===== src/rtl/sprite_eval_scheduler.sv =====
// sprite_eval_scheduler
// Per-scanline sprite evaluation and pattern-fetch sequencer for the PPU.
// A start pulse scans NUM_ENTRIES OAM words (one per cycle, pipelined by the
// one-cycle OAM read latency) and keeps up to MAX_SPRITES hits in OAM order.
// Each kept hit's pattern row is then fetched from sprite_graphics and
// presented as one slot-load write per hit, back to back.
// Optional build macro: SPRITE_VFLIP_EN (OAM bit 29 mirrors the fetched row).
module sprite_eval_scheduler #(
    parameter int NUM_ENTRIES = 64,
    parameter int MAX_SPRITES = 8,
    parameter int SPRITE_H    = 16
) (
    input  logic        clk_i,
    input  logic        reset_i,
    input  logic        start_i,
    input  logic [9:0]  line_i,
    output logic [7:0]  oam_addr_o,
    input  logic [31:0] oam_rdata_i,
    output logic [10:0] gfx_addr_o,
    input  logic [31:0] gfx_rdata_i,
    output logic        slot_we_o,
    output logic [2:0]  slot_idx_o,
    output logic [31:0] slot_pattern_o,
    output logic [9:0]  slot_x_o,
    output logic [2:0]  slot_palette_o,
    output logic        busy_o,
    output logic        done_o,
    output logic [3:0]  sprite_count_o,
    output logic        overflow_o
);

    localparam int ROW_W = $clog2(SPRITE_H);

    typedef enum logic [1:0] {
        ST_IDLE  = 2'd0,
        ST_SCAN  = 2'd1,
        ST_FETCH = 2'd2,
        ST_DONE  = 2'd3
    } state_t;

    typedef struct packed {
        logic [6:0] tile;
        logic [3:0] row;
        logic [9:0] x;
        logic [2:0] pal;
    } hit_t;

    state_t      state_q, state_d;
    logic [9:0]  line_q, line_d;
    logic [8:0]  scan_cnt_q, scan_cnt_d;
    logic [3:0]  fetch_cnt_q, fetch_cnt_d;
    logic [3:0]  count_q, count_d;
    logic        overflow_q, overflow_d;
    logic [7:0]  oam_addr_q, oam_addr_d;
    logic [10:0] gfx_addr_q, gfx_addr_d;
    logic        slot_we_q, slot_we_d;
    logic [2:0]  slot_idx_q, slot_idx_d;
    logic [9:0]  slot_x_q, slot_x_d;
    logic [2:0]  slot_pal_q, slot_pal_d;
    logic        busy_q, busy_d;
    logic        done_q, done_d;
    hit_t        list_q [MAX_SPRITES];
    hit_t        list_d [MAX_SPRITES];

    logic [10:0] diff_s;
    logic        hit_s;
    logic [3:0]  row_s;
    hit_t        entry_s;
    logic        scan_end_s;
    logic [3:0]  fetch_nxt_s;
    logic        unused_oam_bits_s;

    // Hit test on the OAM word returned for the previous address: signed
    // 11-bit distance from sprite top, so lines above y never wrap into a hit.
    always_comb begin
        diff_s = {1'b0, line_q} - {2'b00, oam_rdata_i[8:0]};
        hit_s  = oam_rdata_i[31] && !diff_s[10] && (diff_s[9:ROW_W] == '0);
`ifdef SPRITE_VFLIP_EN
        if (oam_rdata_i[29]) begin
            row_s = 4'd15 - diff_s[3:0];
        end else begin
            row_s = diff_s[3:0];
        end
`else
        row_s = diff_s[3:0];
`endif
        entry_s.tile = oam_rdata_i[25:19];
        entry_s.row  = row_s;
        entry_s.x    = oam_rdata_i[18:9];
        entry_s.pal  = oam_rdata_i[28:26];
    end

    // Bit 30 is never used; bit 29 only matters when vertical flip is built in.
    assign unused_oam_bits_s = ^{oam_rdata_i[30], oam_rdata_i[29]};

    // Next-state and next-output logic for the IDLE/SCAN/FETCH/DONE sequencer.
    always_comb begin
        state_d     = state_q;
        line_d      = line_q;
        scan_cnt_d  = scan_cnt_q;
        fetch_cnt_d = fetch_cnt_q;
        count_d     = count_q;
        overflow_d  = overflow_q;
        oam_addr_d  = oam_addr_q;
        gfx_addr_d  = gfx_addr_q;
        slot_we_d   = 1'b0;
        slot_idx_d  = slot_idx_q;
        slot_x_d    = slot_x_q;
        slot_pal_d  = slot_pal_q;
        busy_d      = busy_q;
        done_d      = 1'b0;
        list_d      = list_q;
        scan_end_s  = 1'b0;
        fetch_nxt_s = fetch_cnt_q + 4'd1;

        case (state_q)
            ST_IDLE: begin
                if (start_i) begin
                    line_d     = line_i;
                    count_d    = 4'd0;
                    overflow_d = 1'b0;
                    oam_addr_d = 8'd0;
                    scan_cnt_d = 9'd0;
                    busy_d     = 1'b1;
                    state_d    = ST_SCAN;
                end else begin
                    state_d = ST_IDLE;
                end
            end

            ST_SCAN: begin
                scan_cnt_d = scan_cnt_q + 9'd1;
                // Stop advancing at the last entry rather than reading past OAM.
                if ((scan_cnt_q + 9'd1) < 9'(NUM_ENTRIES)) begin
                    oam_addr_d = oam_addr_q + 8'd1;
                end else begin
                    oam_addr_d = oam_addr_q;
                end
                scan_end_s = (scan_cnt_q == 9'(NUM_ENTRIES));
                // The first SCAN cycle has no read data yet.
                if ((scan_cnt_q != 9'd0) && hit_s) begin
                    if (count_q == 4'(MAX_SPRITES)) begin
                        overflow_d = 1'b1;
                        scan_end_s = 1'b1;
                    end else begin
                        list_d[count_q[2:0]] = entry_s;
                        count_d              = count_q + 4'd1;
                    end
                end else begin
                    count_d = count_q;
                end
                if (scan_end_s) begin
                    if (count_d != 4'd0) begin
                        state_d     = ST_FETCH;
                        fetch_cnt_d = 4'd0;
                        gfx_addr_d  = {list_d[0].tile, list_d[0].row};
                    end else begin
                        state_d = ST_DONE;
                        busy_d  = 1'b0;
                        done_d  = 1'b1;
                    end
                end else begin
                    state_d = ST_SCAN;
                end
            end

            ST_FETCH: begin
                // gfx_addr for entry k is on the bus now; its slot write is
                // registered so it lines up with the returning read data.
                if (fetch_cnt_q < count_q) begin
                    slot_we_d   = 1'b1;
                    slot_idx_d  = fetch_cnt_q[2:0];
                    slot_x_d    = list_q[fetch_cnt_q[2:0]].x;
                    slot_pal_d  = list_q[fetch_cnt_q[2:0]].pal;
                    fetch_cnt_d = fetch_nxt_s;
                    if (fetch_nxt_s < count_q) begin
                        gfx_addr_d = {list_q[fetch_nxt_s[2:0]].tile,
                                      list_q[fetch_nxt_s[2:0]].row};
                    end else begin
                        gfx_addr_d = gfx_addr_q;
                    end
                    state_d = ST_FETCH;
                end else begin
                    state_d = ST_DONE;
                    busy_d  = 1'b0;
                    done_d  = 1'b1;
                end
            end

            ST_DONE: begin
                state_d = ST_IDLE;
            end

            default: begin
                state_d = ST_IDLE;
                busy_d  = 1'b0;
            end
        endcase
    end

    // State and output registers; reset clears everything at once.
    always_ff @(posedge clk_i or posedge reset_i) begin
        if (reset_i) begin
            state_q     <= ST_IDLE;
            line_q      <= 10'd0;
            scan_cnt_q  <= 9'd0;
            fetch_cnt_q <= 4'd0;
            count_q     <= 4'd0;
            overflow_q  <= 1'b0;
            oam_addr_q  <= 8'd0;
            gfx_addr_q  <= 11'd0;
            slot_we_q   <= 1'b0;
            slot_idx_q  <= 3'd0;
            slot_x_q    <= 10'd0;
            slot_pal_q  <= 3'd0;
            busy_q      <= 1'b0;
            done_q      <= 1'b0;
            for (int i = 0; i < MAX_SPRITES; i++) begin
                list_q[i] <= '0;
            end
        end else begin
            state_q     <= state_d;
            line_q      <= line_d;
            scan_cnt_q  <= scan_cnt_d;
            fetch_cnt_q <= fetch_cnt_d;
            count_q     <= count_d;
            overflow_q  <= overflow_d;
            oam_addr_q  <= oam_addr_d;
            gfx_addr_q  <= gfx_addr_d;
            slot_we_q   <= slot_we_d;
            slot_idx_q  <= slot_idx_d;
            slot_x_q    <= slot_x_d;
            slot_pal_q  <= slot_pal_d;
            busy_q      <= busy_d;
            done_q      <= done_d;
            for (int i = 0; i < MAX_SPRITES; i++) begin
                list_q[i] <= list_d[i];
            end
        end
    end

    assign oam_addr_o     = oam_addr_q;
    assign gfx_addr_o     = gfx_addr_q;
    assign slot_we_o      = slot_we_q;
    assign slot_idx_o     = slot_idx_q;
    // Pattern data arrives from memory in the write cycle itself; it is gated
    // so the bus reads zero whenever no slot write is in progress.
    assign slot_pattern_o = slot_we_q ? gfx_rdata_i : 32'd0;
    assign slot_x_o       = slot_x_q;
    assign slot_palette_o = slot_pal_q;
    assign busy_o         = busy_q;
    assign done_o         = done_q;
    assign sprite_count_o = count_q;
    assign overflow_o     = overflow_q;

endmodule


===== config.mk =====
export PLATFORM = sky130hd
export DESIGN_NAME = sprite_eval_scheduler
export DESIGN_NICKNAME = d
export VERILOG_FILES = /design/src/rtl/sprite_eval_scheduler.sv
export SDC_FILE = /design/constraint.sdc
export NUM_CORES = 1
export LEC_CHECK = 0
export BUFFER_PORTS_ARGS = -buffer_cell sky130_fd_sc_hd__buf_2
export CAP_MARGIN = 15
export CORE_MARGIN = 2
export CORE_UTILIZATION = 64
export DETAILED_ROUTE_END_ITERATION = 6
export PLACE_DENSITY = 0.86
export SKIP_LAST_GASP = 1
export SLEW_MARGIN = 20
export SYNTH_ARGS = -nofsm -noshare
export SYNTH_HDL_FRONTEND = slang
export SYNTH_SLANG_ARGS = --single-unit

===== constraint.sdc =====
create_clock -name clk_i -period 13.4 [get_ports clk_i]
set_input_delay 2.01 -clock clk_i [delete_from_list [all_inputs] [get_ports clk_i]]
set_output_delay 2.01 -clock clk_i [all_outputs]
set_load 0.01 [all_outputs]

**Word-level counts from Yosys, hierarchy flattened**

Index checks and enable logic that the tools add are counted.

- Register bits after elaboration: 260
- Input bits: 77
- Output and inout port bits: 75
- Word-level logic and storage cells: 152

- $add $sub $neg: 5
- Order comparisons: 7
- Equal/unequal tests: 15
- Multiplexer cells: 54
- Bitwise logic cells: 4
- Reduce and logical (&&, ||, !) cells: 21

Operators by type and width:

| cell | count |
|---|---|
| $mux 192 | 2 |
| $bwmux 192 | 1 |
| $bmux 24 s3 | 2 |
| $demux 24 s3 | 1 |
| $mux 24 | 3 |
| $mux 11 | 4 |
| $mux 32 | 1 |
| $mux 4 | 7 |
| $mux 13 | 2 |
| $pmux 11 s2 | 1 |
| $ne 2x2->1 const B | 10 |
| $mux 1 | 18 |
| $pmux 9 s2 | 1 |
| $mux 8 | 2 |
| $pmux 4 s2 | 2 |
| $pmux 8 s2 | 1 |
| $ge 4x4->1 const B | 3 |
| $not 3->4 | 3 |
| $sub 10x9->11 | 1 |
| $reduce_and 5->1 | 2 |
| $add 9x1->9 const B | 1 |
| $eq 9x7->1 const B | 1 |
| $lt 9x7->1 const B | 1 |
| $mux 9 | 1 |
| 23 further kinds | 35 |

**Logic depth before layout (Yosys ltp)**

- Depth after elaboration: 11
- Gate-level depth with buffers: 14
- Gate-level depth less buffers: 12

**Worst setup path after synthesis**

No wires, ideal clock.

- Path type: input to register
- From: input oam_rdata_i[0]
- To: register gfx_addr_q[1], in the netlist gfx_addr_o[1]
- Setup time: 0.128 ns
- Arrival time: 4.832 ns
- Data required time: 13.272 ns
- Setup slack: 8.441 ns
- Stages on the path: 13
- Path buffers: 2
- Cell sequence: ha_1 inv_1 fa_1 a21oi_1 o21ai_1 a2111o_1 a2111oi_2 a2bb2oi_2 buf_6 o2111ai_4 a31oi_4 buf_6 mux2_1

- Word-level cells in the longest chain between the ends: 10
- Elaborated cells on any way between the ends: 20
- Those cells by class: 1 x add/sub; 2 x eq/ne; 10 x mux; 7 x reduce/logical

Ends and longest elaborated chain:

| what | line | source |
|---|---|---|
| start, declared | 18 | `input logic [31:0] oam_rdata_i,` |
| $sub 10x9->11 (*) | 76 | `diff_s = {1'b0, line_q} - {2'b00, oam_rdata_i[8:0]};` |
| branches (longest 9 deep; another with $logic_not 6->1) | - |  |
| end signal, assigned | 229 | `gfx_addr_q <= gfx_addr_d;` |
| end, declared | 55 | `logic [10:0] gfx_addr_q, gfx_addr_d;` |

Every way passes the cells marked *. The select of a mux whose other input is x is not followed.
A chain may end at the register's enable or synchronous reset.

==> metrics.md <==
| Metric | Value |
|---|---|
| Status | `finished clean` |
| Syn Std Cell Area | `about 0.013 mm2` |
| Synth Register Bits | `260` |
| Grt ovf | `0` |
| Post-CTS Setup Inserts | `0` |
| Most frequent cells in the layout | `dfrtp_1 (259), buf_2 (149), mux2_1 (92)` |
| Clock Sinks | `260` |
| Setup_tns | `0 ns` |
| Initial antenna violation count | `2` |
| Die area | `~0.022 mm2` |
| Worst Path Arrival | `6.13 ns` |
| Starting Density | `around 66%` |
| Core footprint | `0.0204 mm2` |
| Critical path type | `input port to register` |
| Clk pin slew, worst setup/hold paths | `0.06 ns` |
| Num CTS Buffers | `28` |
| CTS tree | `yes` |
| Routed len/inst | `around 22 um` |
| Syn avg cell area | `roughly 13 um2` |
| Largest net degree at the start of global routing | `101` |
| Top cells by area, synth | `dfrtp_1 (49%), mux4_2 (8.1%), mux2_1 (7.8%), mux2_4 (6.5%), mux2_2 (4.2%)` |
| Area after DPL | `between 0.01 and 0.015 mm2` |
| IR drop worst, VDD | `between 100 and 150 uV` |
| Combinational power share | `approximately 25%` |
| Fin nets | `~1.3k` |
| Most common cell after layout, fill and taps aside | `dfrtp_1` |
| Diode count | `0` |
| Clock Latency Late Sink | `between 0.5 and 0.6 ns` |
| Mapped Cells | `1017` |
| Sw Share | `a little under a third` |
| CTS Hold Bufs | `0` |
| Via-to-Cell Ratio | `a little over 6` |
| Rows | `52` |
| Wire length of the first global-routing pass | `between 40000 and 50000 um` |
| Clk buf depth | `3` |
| Required time of the critical path | `13.81 ns` |
| # resized after CTS | `0` |
| Yosys top cell by area | `dfrtp_1` |
| Final Hold Vio Count | `0` |
| CTS root buffer | `clkbuf_16` |
| DRC errors left | `0` |
| H-Tree Level Count | `1` |
| Number of I/O port buffers | `between 100 and 150` |
| Routability Congestion | `roughly 0.83` |
| Total power | `~2.3 mW` |
| Post-Route Utilization | `74.9%` |
| Seq/Total Area, Yosys | `about half` |
| Hold WC Path Type | `register to register` |
| Critical-path maximum fanout | `20` |
| Inst Count DP | `roughly 1.4k` |
| Routed WL | `31000 um` |
| Clk pwr share | `roughly 35%` |
| Vert. Die Dim | `148 um` |
| Worst Tran Pin Value | `between 0.9 and 1 ns` |
| Vias post-DR | `around 9k` |
| Top-Level Pins | `between 150 and 200` |
| Ys async rst share | `100%` |
| EDFF count, synth | `0` |
| Warnings from Yosys | `0` |
| Design area | `between 0.015 and 0.02 mm2` |
| GRT Util Overall | `between 20% and 30%` |
| Net Count, Synth | `1120` |
| Die width | `148 um` |
| P_int | `about 1.6 mW` |
| Pwr per Cell Area | `~150 mW/mm2` |
| Top cell type's share of synthesized area | `roughly half` |
| Layout cell share with drive strength beyond 1 | `33.7%` |
| Max cap viols | `0` |
| Iter 0 DRT Violations | `just over 700` |
| Psw | `about 750 uW` |
| Leak | `between 7 and 8 nW` |
| Seq pwr share | `between 30 and 40%` |
| Unique masters post-synth | `just over 70` |
| Skew final | `between 0.015 and 0.02 ns` |
| Area growth syn-to-layout | `14.3%` |
| Post-Layout Cell Count | `1439` |
| Vias in the first global route | `roughly 9.4k` |
| Fin crit share | `42.6%` |
| Worst Setup Start Kind | `input port` |
| Antenna-violating nets left | `0` |
| Fin. max-slew vios | `0` |
| Endpoints failing setup | `0` |
| HPWL Detailed | `~19000 um` |
| Period minus WS final | `around 5.7 ns` |
| First-pass iteration count of the detailed router | `5` |
| Fmax | `approximately 0.17 GHz` |
| Post-synth top flop | `dfrtp_1` |
| RSZ-0062 raised after global routing | `no` |
| Crit. End Element | `register` |
| Slew HR | `a little over a third` |
## power by group through the flow
stage	sequential [mW]	combinational [mW]	clock [mW]
after floorplan	0.929	0.419	0
after global placement	0.932	0.554	0
after detailed placement	0.935	0.574	0
after CTS	0.923	0.583	0.840
after global routing	0.934	0.641	0.871
final	0.925	0.592	0.832
## Yosys cell counts, types with 3 or more instances
cell type and count:
dfrtp_1 260, mux2_1 92, nand2_1 65, mux2_4 58, mux2_2 50, mux4_2 48
inv_1 43, nor2_1 41, and2_1 33, clkbuf_1 31, o21ai_0 27, a31oi_1 26
ha_1 25, mux2i_1 23, nand3_1 14, nand4_1 13, buf_2 11, buf_6 11
o31ai_1 11, xor2_1 11, a21oi_1 10, buf_1 9, o31a_1 9, and4_1 8
and3_1 6, xnor2_1 5, a211oi_1 4, a21o_1 4, nand4_4 4, nor2b_1 4
or3_1 4, nor3_4 3, nor4_1 3, o21a_1 3, o221ai_1 3
## critical path, stage by stage
cell       delay, ns
buf_2           0.08
ha_1            0.16
inv_1           0.06
fa_1            0.43
a21oi_1         0.15
o21ai_1         0.12
a2111o_1        0.43
a2111oi_2       0.40
a2bb2oi_2       0.17
buf_4           0.34
nand4_2         0.27
nor3_4          0.65
buf_4           0.48
mux2_4          0.34
## layout make-up
cell class              count  area, um2
clock inverters            12        166
fillers                  1219       5100
repair buffers            163        875
clock buffers              40        847
well taps                 270        338
inverters                  44        173
flip-flops and latches    260       6510
multi-input cells         650       6350
## worst paths after layout
kind / start / endpoint / slack [ns] / depth (start not counted)
worst min-delay path: register / register / 0.49 / 1
max in group asynchronous: reset_i / async pin / 10.66 / 3
worst min register to register: register / register / 0.49 / 1
worst max-delay path: oam_rdata_i[0] / register / 7.69 / 14
min in group asynchronous: reset_i / line_q[5] / 1.56 / 2
worst max register to register: line_q[0] / register / 8.82 / 14
## per-stage QoR
step | setup slack, ns | hold slack, ns
global route | 7.55 | 0.497
global placement | 7.28 | 0.458
CTS | 7.72 | 0.491
floorplan | 4.23 | 0.445
detailed placement | 7.20 | 0.475
finish | 7.69 | 0.487
## layer usage
metal / wire (um) / global-route usage [%]
met3: 1820 / 4.63
met5: 29 / 0
met4: 724 / 8.38
met2: 15500 / 47.5
met1: 13000 / 39.2
## kinds of logic (layout without fill, tap and decap cells)
family          count (synthesis)  after routing  synth area share [%]
mux                           271            271                  28.3
simple gates                  210            210                  8.65
buf+inv                       107            259                  3.76
fa+ha+maj                      26             26                  2.49
flops                         260            260                  48.7
compound gates                127            127                  7.03
xor+xnor                       16             16                  1.05
Note: power is estimated with default switching activity, not from simulation.
